`src/rtl/vga_timing_pkg.sv`:
```
// Timing records and standard video modes shared by the VGA timing generator.
package vga_timing_pkg;

    typedef struct packed {
        int unsigned active;
        int unsigned fp;
        int unsigned sync;
        int unsigned bp;
    } axis_timing_t;

    typedef struct packed {
        axis_timing_t h;
        axis_timing_t v;
        logic         hs_pol;
        logic         vs_pol;
    } video_mode_t;

    localparam video_mode_t MODE_1024X768 = '{
        h: '{active: 1024, fp: 24, sync: 136, bp: 160},
        v: '{active: 768,  fp: 3,  sync: 6,   bp: 29},
        hs_pol: 1'b1,
        vs_pol: 1'b1
    };

    localparam video_mode_t MODE_800X600 = '{
        h: '{active: 800, fp: 40, sync: 128, bp: 88},
        v: '{active: 600, fp: 1,  sync: 4,   bp: 23},
        hs_pol: 1'b1,
        vs_pol: 1'b1
    };

    function automatic int unsigned axis_total(input axis_timing_t t);
        return t.active + t.fp + t.sync + t.bp;
    endfunction

endpackage

```
`src/rtl/vga_timing_param_if.sv`:
```
// Video timing output bundle: positions plus sync/blank/strobe flags.
interface vga_timing_param_if #(
    parameter int unsigned CW = 16
);
    logic [CW-1:0] hcount;
    logic [CW-1:0] vcount;
    logic          hsync;
    logic          vsync;
    logic          hblnk;
    logic          vblnk;
    logic          de;
    logic          line_start;
    logic          frame_start;

    modport master (
        output hcount, vcount, hsync, vsync, hblnk, vblnk, de, line_start, frame_start
    );

    modport slave (
        input hcount, vcount, hsync, vsync, hblnk, vblnk, de, line_start, frame_start
    );
endinterface

```
`src/rtl/vga_axis_counter.sv`:
```
// One timing axis: wrapping position counter with blank/sync flags registered
// from the next count so they always match the count presented with them.
module vga_axis_counter
    import vga_timing_pkg::*;
#(
    parameter int unsigned CW     = 16,
    parameter int unsigned ACTIVE = 1024,
    parameter int unsigned FP     = 24,
    parameter int unsigned SYNC   = 136,
    parameter int unsigned BP     = 160,
    parameter logic        POL    = 1'b1
) (
    input  logic          clk,
    input  logic          rst,
    input  logic          restart,
    input  logic          step,
    output logic [CW-1:0] count,
    output logic          blank,
    output logic          sync,
    output logic          blank_next,
    output logic          zero_next
);
    localparam axis_timing_t TIMING = '{active: ACTIVE, fp: FP, sync: SYNC, bp: BP};
    localparam int unsigned  TOTAL  = axis_total(TIMING);

    generate
        if (64'(TOTAL) > (64'd1 << CW)) begin : g_range_error
            $error("vga_axis_counter: axis total exceeds counter range");
        end
    endgenerate

    localparam logic [CW-1:0] LAST     = CW'(TOTAL - 1);
    // Window bounds carry an extra bit so an end equal to 2^CW does not alias to 0.
    localparam logic [CW:0]   ACT_W    = (CW+1)'(ACTIVE);
    localparam logic [CW:0]   SYNC_BEG = (CW+1)'(ACTIVE + FP);
    localparam logic [CW:0]   SYNC_END = (CW+1)'(ACTIVE + FP + SYNC);

    logic [CW-1:0] count_reg;
    logic [CW-1:0] count_next;
    logic          blank_reg;
    logic          sync_reg;
    logic          sync_next;
    logic [CW:0]   count_ext;

    always_comb begin
        count_next = count_reg;
        if (restart) begin
            count_next = '0;
        end else if (step) begin
            count_next = (count_reg == LAST) ? '0 : count_reg + 1'b1;
        end
    end

    assign count_ext  = {1'b0, count_next};
    assign blank_next = (count_ext >= ACT_W);
    assign sync_next  = ((count_ext >= SYNC_BEG) && (count_ext < SYNC_END)) ? POL : ~POL;
    assign zero_next  = (count_next == '0);

    always_ff @(posedge clk) begin
        if (rst) begin
            count_reg <= '0;
            blank_reg <= 1'b0;
            sync_reg  <= ~POL;
        end else begin
            count_reg <= count_next;
            blank_reg <= blank_next;
            sync_reg  <= sync_next;
        end
    end

    assign count = count_reg;
    assign blank = blank_reg;
    assign sync  = sync_reg;
endmodule

```
`src/rtl/vga_timing_param.sv`:
```
// Parameterised VGA timing generator: horizontal and vertical axis counters
// with fully registered, zero-skew sync/blank/data-enable/start flags.
module vga_timing_param
    import vga_timing_pkg::*;
#(
    parameter int unsigned H_ACTIVE = MODE_1024X768.h.active,
    parameter int unsigned H_FP     = MODE_1024X768.h.fp,
    parameter int unsigned H_SYNC   = MODE_1024X768.h.sync,
    parameter int unsigned H_BP     = MODE_1024X768.h.bp,
    parameter int unsigned V_ACTIVE = MODE_1024X768.v.active,
    parameter int unsigned V_FP     = MODE_1024X768.v.fp,
    parameter int unsigned V_SYNC   = MODE_1024X768.v.sync,
    parameter int unsigned V_BP     = MODE_1024X768.v.bp,
    parameter logic        HS_POL   = 1'b1,
    parameter logic        VS_POL   = 1'b1,
    parameter int unsigned CW       = 16
) (
    input  logic                 clk,
    input  logic                 rst,
    input  logic                 pix_en,
    input  logic                 restart,
    vga_timing_param_if.master   vid
);
    localparam int unsigned   H_TOTAL = H_ACTIVE + H_FP + H_SYNC + H_BP;
    localparam logic [CW-1:0] H_LAST  = CW'(H_TOTAL - 1);

    logic [CW-1:0] h_count;
    logic [CW-1:0] v_count;
    logic          h_blank, h_sync, h_blank_next, h_zero_next;
    logic          v_blank, v_sync, v_blank_next, v_zero_next;
    logic          line_end;
    logic          de_reg;
    logic          line_start_reg;
    logic          frame_start_reg;

    // The vertical axis advances only on the enabled edge that wraps the line.
    assign line_end = pix_en && (h_count == H_LAST);

    vga_axis_counter #(
        .CW(CW), .ACTIVE(H_ACTIVE), .FP(H_FP), .SYNC(H_SYNC), .BP(H_BP), .POL(HS_POL)
    ) u_h_axis (
        .clk(clk), .rst(rst), .restart(restart), .step(pix_en),
        .count(h_count), .blank(h_blank), .sync(h_sync),
        .blank_next(h_blank_next), .zero_next(h_zero_next)
    );

    vga_axis_counter #(
        .CW(CW), .ACTIVE(V_ACTIVE), .FP(V_FP), .SYNC(V_SYNC), .BP(V_BP), .POL(VS_POL)
    ) u_v_axis (
        .clk(clk), .rst(rst), .restart(restart), .step(line_end),
        .count(v_count), .blank(v_blank), .sync(v_sync),
        .blank_next(v_blank_next), .zero_next(v_zero_next)
    );

    always_ff @(posedge clk) begin
        if (rst) begin
            de_reg          <= 1'b1;
            line_start_reg  <= 1'b1;
            frame_start_reg <= 1'b1;
        end else begin
            de_reg          <= !h_blank_next && !v_blank_next;
            line_start_reg  <= h_zero_next;
            frame_start_reg <= h_zero_next && v_zero_next;
        end
    end

    assign vid.hcount      = h_count;
    assign vid.vcount      = v_count;
    assign vid.hsync       = h_sync;
    assign vid.vsync       = v_sync;
    assign vid.hblnk       = h_blank;
    assign vid.vblnk       = v_blank;
    assign vid.de          = de_reg;
    assign vid.line_start  = line_start_reg;
    assign vid.frame_start = frame_start_reg;
endmodule

```
`src/flat_wrapper.sv`:
```
// flat-port wrapper written by rule: the top's interface ports become plain ports
module vga_timing_param_flat import vga_timing_pkg::*;
#(
    parameter int unsigned H_ACTIVE = MODE_1024X768.h.active,
    parameter int unsigned H_FP     = MODE_1024X768.h.fp,
    parameter int unsigned H_SYNC   = MODE_1024X768.h.sync,
    parameter int unsigned H_BP     = MODE_1024X768.h.bp,
    parameter int unsigned V_ACTIVE = MODE_1024X768.v.active,
    parameter int unsigned V_FP     = MODE_1024X768.v.fp,
    parameter int unsigned V_SYNC   = MODE_1024X768.v.sync,
    parameter int unsigned V_BP     = MODE_1024X768.v.bp,
    parameter logic        HS_POL   = 1'b1,
    parameter logic        VS_POL   = 1'b1,
    parameter int unsigned CW       = 16
)
  (clk, rst, pix_en, restart, vid_hcount, vid_vcount, vid_hsync, vid_vsync, vid_hblnk, vid_vblnk, vid_de, vid_line_start, vid_frame_start);
  vga_timing_param_if #(.CW(CW)) vid_i ();
  input  logic clk;
  input  logic rst;
  input  logic pix_en;
  input  logic restart;
  output wire logic [$bits(vid_i.hcount)-1:0] vid_hcount;
  output wire logic [$bits(vid_i.vcount)-1:0] vid_vcount;
  output wire logic [$bits(vid_i.hsync)-1:0] vid_hsync;
  output wire logic [$bits(vid_i.vsync)-1:0] vid_vsync;
  output wire logic [$bits(vid_i.hblnk)-1:0] vid_hblnk;
  output wire logic [$bits(vid_i.vblnk)-1:0] vid_vblnk;
  output wire logic [$bits(vid_i.de)-1:0] vid_de;
  output wire logic [$bits(vid_i.line_start)-1:0] vid_line_start;
  output wire logic [$bits(vid_i.frame_start)-1:0] vid_frame_start;
  assign vid_hcount = vid_i.hcount;
  assign vid_vcount = vid_i.vcount;
  assign vid_hsync = vid_i.hsync;
  assign vid_vsync = vid_i.vsync;
  assign vid_hblnk = vid_i.hblnk;
  assign vid_vblnk = vid_i.vblnk;
  assign vid_de = vid_i.de;
  assign vid_line_start = vid_i.line_start;
  assign vid_frame_start = vid_i.frame_start;
  vga_timing_param #(.H_ACTIVE(H_ACTIVE), .H_FP(H_FP), .H_SYNC(H_SYNC), .H_BP(H_BP), .V_ACTIVE(V_ACTIVE), .V_FP(V_FP), .V_SYNC(V_SYNC), .V_BP(V_BP), .HS_POL(HS_POL), .VS_POL(VS_POL), .CW(CW)) u_core (.clk(clk), .rst(rst), .pix_en(pix_en), .restart(restart), .vid(vid_i));
endmodule
```
`config.mk`:
```
export PLATFORM = sky130hd
export DESIGN_NAME = vga_timing_param_flat
export DESIGN_NICKNAME = d
export VERILOG_FILES = /design/src/rtl/vga_timing_pkg.sv /design/src/rtl/vga_timing_param_if.sv /design/src/rtl/vga_axis_counter.sv /design/src/rtl/vga_timing_param.sv /design/src/flat_wrapper.sv
export SDC_FILE = /design/constraint.sdc
export NUM_CORES = 1
export LEC_CHECK = 0
export BUFFER_PORTS_ARGS = -buffer_cell sky130_fd_sc_hd__buf_2
export CORE_AREA = 2 2 69 71
export CTS_BUF_LIST = sky130_fd_sc_hd__clkbuf_16
export CTS_CLUSTER_DIAMETER = 60
export CTS_CLUSTER_SIZE = 40
export DETAILED_ROUTE_END_ITERATION = 10
export DIE_AREA = 0 0 71 73
export GPL_TIMING_DRIVEN = 0
export PLACE_DENSITY = 0.83
export SETUP_SLACK_MARGIN = 0.3
export SLEW_MARGIN = 10
export SYNTH_ARGS = -nofsm -noshare
export SYNTH_HDL_FRONTEND = slang
export SYNTH_HIERARCHICAL = 1
export SYNTH_SLANG_ARGS = --single-unit
```
`constraint.sdc`:
```
create_clock -name clk -period 6.04 [get_ports clk]
set_input_delay 0.302 -clock clk [delete_from_list [all_inputs] [get_ports clk]]
set_output_delay 0.302 -clock clk [all_outputs]
set_load 0.01 [all_outputs]
```
==> run summary, run 1 <==
run status: finished clean
unrepaired setup endpoints after global routing: no
top-area cell type share of the netlist area: 30.1%
total power: 0.000579 W
synth warn: 6
hold_buf cts: 0
vias in the first global route: 2268
largest area contributor in the netlist: dfxtp_1
die height: 73 µm
clock root buffer: clkbuf_16
Filler cells: 366
total wire length: 6420 µm
hpwl dp: 4560 µm
area growth from synthesis to layout: 17.2%
routed length per instance: 15.6 µm
Async S/R FF share, synth: 0%
Crit Path Max Fanout: 9
most frequent cells after synthesis: 39 x dfxtp_1, 39 x nor2_1, 20 x nand4_1, 18 x nand2_1, 16 x xnor2_1
Post-Syn Instances: 307
Starting Density: 57.2%
max cap viols: 0
Post-Synthesis Cell Area: 2590 µm²
slew of the pin with the lowest slew margin: 542 ps
f_max: 0.341 GHz
Layout Cells excl Fill: 411
die area: 5180 µm²
routed vias: 2537
Final Wtd Congestion: 0.908
routed vias/inst: 6.17
total I/O pin count: 43
ranking of synthesized cells by area: dfxtp_1 30%, nor2_1 5.6%, xnor2_1 5.4%, xor2_1 5.1%, nand4_1 4.8%
clock tree buffer depth: 2
initial antenna violation count: 0
Final Hold Violating Endpoints: 0
maximum level of the CTS H-tree: 2
Setup Skew: 4.45 ps
Distinct cells, synth: 69
Sum Neg Setup Slack: 0 ps
Yosys reg bits: 39
crit path kind: register to register
largest net degree at the start of global routing: 14
Required @ worst endpoint: 6270 ps
core area: 4540 µm²
sequential-to-total area share from yosys stat: 30.1%
post-synthesis area per instance: 8.44 µm²
CP startpoint kind: register
post-CTS sizing: 0
dpl cells: 403
All-Layer GR Usage: 25.7%
Post-CTS Repair Setup Buffers: 0
Clk pin slew, worst setup/hold paths: 60 ps
row count: 25
CTS tree: built
Crit. End Element: register
die width: 71 µm
final net count: 363
leakage: 1.22 nW
Clock Latency Late Sink: 280 ps
PortBufs: 42
maximum vdd drop: 121 µV
count of final max-slew check failures: 0
Cell Pwr Density: 190 nW/µm²
layout cells sized above 1: 25.2%
fin crit share: 48.5%
global-route wire length before repair: 10500 µm
hold crit path type: input port to register
GR Overflow Total: 0
# diodes: 0
Antenna Nets Post-Route: 0
Tmin final: 2930 ps
Post-Syn Nets: 314
EDFF count, synth: 0
Worst slew margin: 63.5%
drt pass-1 iters: 6
Num CTS Buffers: 5
DRC viols: 0
Critical Path AT: 3170 ps
Primary FF master, synth: dfxtp_1
initial DRC count: 299
setup violators final: 0
Sink Count: 39
-- cell usage in the layout, fill, tap and decap left out, types with 3 or more instances in the layout --
cell       netlist  layout
buf_2           10      52
nor2_1          39      39
dfxtp_1         39      39
nand4_1         20      20
nand2_1         18      18
xnor2_1         16      16
xor2_1          15      15
a21oi_1         12      12
nand3_1         10      10
o21ai_0         10      10
nor4_1           9       9
buf_6            7       7
clkbuf_1         6       6
clkbuf_16        0       5
inv_1            5       5
or3_1            5       5
o31ai_1          4       4
mux2i_1          4       4
and4_1           4       4
nor3_1           4       4
nor2b_1          4       4
or2_2            3       3
nand2b_1         3       3
and2_1           3       3
and3_1           3       3
ha_1             3       3
-- layer usage --
layer / track usage, % / vias to the layer above / wire length (µm)
met3: 5.94 / 21 / 435
met1: 31.4 / 1182 / 2650
met5: 0 / - / 0
met2: 43.6 / 117 / 3140
met4: 10.9 / 0 / 193
li1: - / 1217 / -
-- cells by family after synthesis --
logic type               Yosys count  synth area share [%]
AND/OR/NAND/NOR                  144                  32.7
AO/OA/AOI/OAI                     53                  15.2
multiplexers                       4                  1.54
XOR/XNOR                          31                  10.5
flip-flops                        39                  30.1
buffers and inverters             32                  8.20
adder cells (fa/ha/maj)            4                  1.83
-- final cells by class --
cell class / instances / area [µm²] / area share, %
multi-input combinational: 236 / 1600 / 52.6
tap: 54 / 67.6 / 2.22
buffer: 27 / 194 / 6.38
timing repair buffer: 42 / 210 / 6.92
clock inverter: 3 / 43.8 / 1.44
sequential: 39 / 781 / 25.7
inverter: 5 / 18.8 / 0.618
clock buffer: 5 / 125 / 4.12
-- worst max-delay path: stages, from the launching register on --
cell and delay, ps:
dfxtp_1 540, nand4_1 260, or4_1 520, buf_2 190, o31a_1 300, or4_4 530
o41ai_2 380, or2_2 170
-- through the flow --
stage | hold slack [ps] | area (µm²) | util [%] | setup slack, ps
after CTS | 251 | 3040 | 67.0 | 3140
after floorplan | 374 | 2590 | - | 3370
after detailed placement | 549 | 2870 | 63.3 | 3210
final | 260 | 3040 | 67.0 | 3110
after global routing | 261 | 3040 | 67.0 | 3000
after global placement | 545 | 2870 | 63.3 | 3270
-- power by group --
group          total (W)  leakage (nW)  switching, W  internal (W)
Combinational  0.0000182         0.819     0.0000111    0.00000703
Clock           0.000300        0.0838      0.000106      0.000195
Sequential      0.000260         0.315    0.00000165      0.000258
-- final timing paths --
kind	from	end	slack, ps	cells past startpoint
setup reg to reg	u_core/u_h_axis/count[0]	u_core/vid.line_start	3110	7
hold / removal	restart	u_core/u_h_axis/count[2]	260	2
setup / recovery	u_core/u_h_axis/count[0]	u_core/vid.line_start	3110	7
hold reg to reg	u_core/u_v_axis/count[13]	u_core/u_v_axis/count[13]	590	2
(Power assumes the default switching activity.)
==> run 2: changes to the inputs <==
CORE_AREA = 2 2 75 77   (was 2 2 69 71)
DIE_AREA = 0 0 77 79   (was 0 0 71 73)
PLACE_DENSITY = 0.74   (was 0.83)
clock period = 2.61 ns   (was 6.04 ns; I/O delays follow)
==> run 2 against run 1 <==
The flow now finishes with violations (negative setup slack). Fmax is 11% higher. Routed wire length is 15% higher. First-iteration DRC count is 28% lower. Via count is 4.9% higher. Power is 120% higher. Die area is 17% higher. Global-route usage is 3.0 points lower.
==> run summary, run 2 (synthesized netlist as in run 1, its figures left out) <==
slew of the pin with the lowest slew margin: 476 ps
CTS tree: built
Clock Latency Late Sink: 280 ps
die height: 79 µm
Worst Path Buf+Inv: 2
All-Layer GR Usage: 22.7%
GRT met2 Usage: 38.0%
Final WS setup: -41.5 ps
Antenna Nets Post-Route: 0
commonest non-fill, non-tap cell in the layout: buf_2
routed vias: 2661
layout cells sized above 1: 38.5%
Clk pin slew, worst setup/hold paths: 60 ps
max cap viols: 0
DP Area: 2920 µm²
most frequent cells in the layout: 47 x buf_2, 39 x nor2_1, 25 x dfxtp_1
area growth from synthesis to layout: 31.3%
unrepaired setup endpoints after global routing: yes
Sink Count: 39
routed vias/inst: 5.93
drt pass-1 iters: 5
Worst slew margin: 68.0%
GR Overflow Total: 0
hold crit path type: input port to register
die width: 77 µm
PortBufs: 42
hold_ws: 98.6 ps
clock tree buffer depth: 2
maximum vdd drop: 391 µV
final net count: 383
count of final max-slew check failures: 0
initial DRC count: 215
total I/O pin count: 43
crit path kind: register to register
Num CTS Buffers: 5
Final Wtd Congestion: 0.876
Final Hold Violating Endpoints: 0
crit path cell chain: nor4b_4, nand2_2, nor4_4, buf_6, and4_4, buf_6, nand4_1, mux2i_1, nand4_1, o31ai_2, a21o_1
grt met1 use: 30.6%
violated checks: negative setup slack
largest net degree at the start of global routing: 13
Required @ worst endpoint: 2830 ps
core area: 5340 µm²
clock root buffer: clkbuf_16
Crit. End Element: register
met3 GRT Util: 3.86%
Critical Path AT: 2880 ps
Filler cells: 477
vias in the first global route: 2311
CP startpoint kind: register
leakage: 1.36 nW
DRC viols: 0
row count: 27
f_max: 0.377 GHz
gr busiest metal: met2
delay-heaviest family, CP: simple AND/OR/NAND/NOR gates
die area: 6080 µm²
routed length per instance: 16.4 µm
Tmin final: 2650 ps
run status: finished, violations left
global-route wire length before repair: 11200 µm
total wire length: 7390 µm
fin crit share: 102%
hpwl dp: 4600 µm
Worst path slowest cell: dfxtp_4
Starting Density: 48.6%
initial antenna violation count: 0
final design area excluding fillers: 3400 µm²
Crit Path Max Fanout: 7
maximum level of the CTS H-tree: 2
setup violators final: 1
CP max stage delay: 360 ps
Setup Skew: 5.71 ps
# diodes: 0
Cell Pwr Density: 366 nW/µm²
==> run 2: changes by cell type in the layout (fill, tap and decap cells not counted), sizes merged <==
cell	change
bufinv	-1
clkbuf	-1
buf	+21
inv	+1
clkinvlp	+1
clkinv	-1
==> run 2: stage by stage <==
step	worst slack [ps]	util (%)	setup TNS (ps)	total power, W	std cells
6_report	-41.5	63.8	-41.5	0.00124	449
5_1_grt	-112	63.8	-152	0.00128	449
4_1_cts	89.6	60.5	0	0.00125	442
3_5_place_dp	-67.3	54.6	-67.3	0.000658	421
3_3_place_gp	-82.5	54.6	-106	0.000658	421
2_1_floorplan	276	-	0	0.000641	307
==> run 2: layout make-up <==
class                           count  area (µm²)  share of cell area (%)
Buffer                             27         220                    6.47
Timing Repair Buffer               62         383                    11.3
Clock buffer                        5         125                    3.68
Tap cell                           72        90.1                    2.65
Sequential cell                    39         808                    23.8
Inverter                            5        18.8                   0.551
Multi-Input combinational cell    236        1740                    51.2
Clock inverter                      3        16.3                   0.478
==> run 2: where the power goes <==
part | internal [W] | total [W] | switching, W
clock | 0.000349 | 0.000595 | 0.000246
combinational | 0.0000227 | 0.0000522 | 0.0000295
sequential | 0.000594 | 0.000598 | 0.00000348
total | 0.000966 | 0.00124 | 0.000279
==> run 2: what timing repair did <==
| item | in CTS | in global routing |
|---|---|---|
| setup endpoints to repair | 19 | 32 |
| resized for setup | 21 | 35 |
| endpoints found under the hold margin | 0 | 0 |
| hold buffers | 0 | 0 |
| pin swaps | 16 | 18 |
| setup buffers | 13 | 6 |
| gates cloned | 0 | 1 |
==> run 2: layer usage <==
layer / part of all wire [%] / up-vias
met2: 49 / 117
met3: 6.0 / 22
met4: 2.1 / 0
met1: 43 / 1269
li1: - / 1253
met5: 0 / -
==> run 2: final timing paths <==
path | slack [ps] | cells past startpoint | from | to
worst max-delay path | -40 | 11 | u_core/u_h_axis/count[13] | u_core/vid.frame_start
worst min-delay path | 100 | 2 | restart | u_core/u_h_axis/count[2]
worst max register to register | -40 | 11 | u_core/u_h_axis/count[13] | u_core/vid.frame_start
worst min register to register | 540 | 2 | u_core/u_h_axis/count[13] | u_core/u_h_axis/count[13]
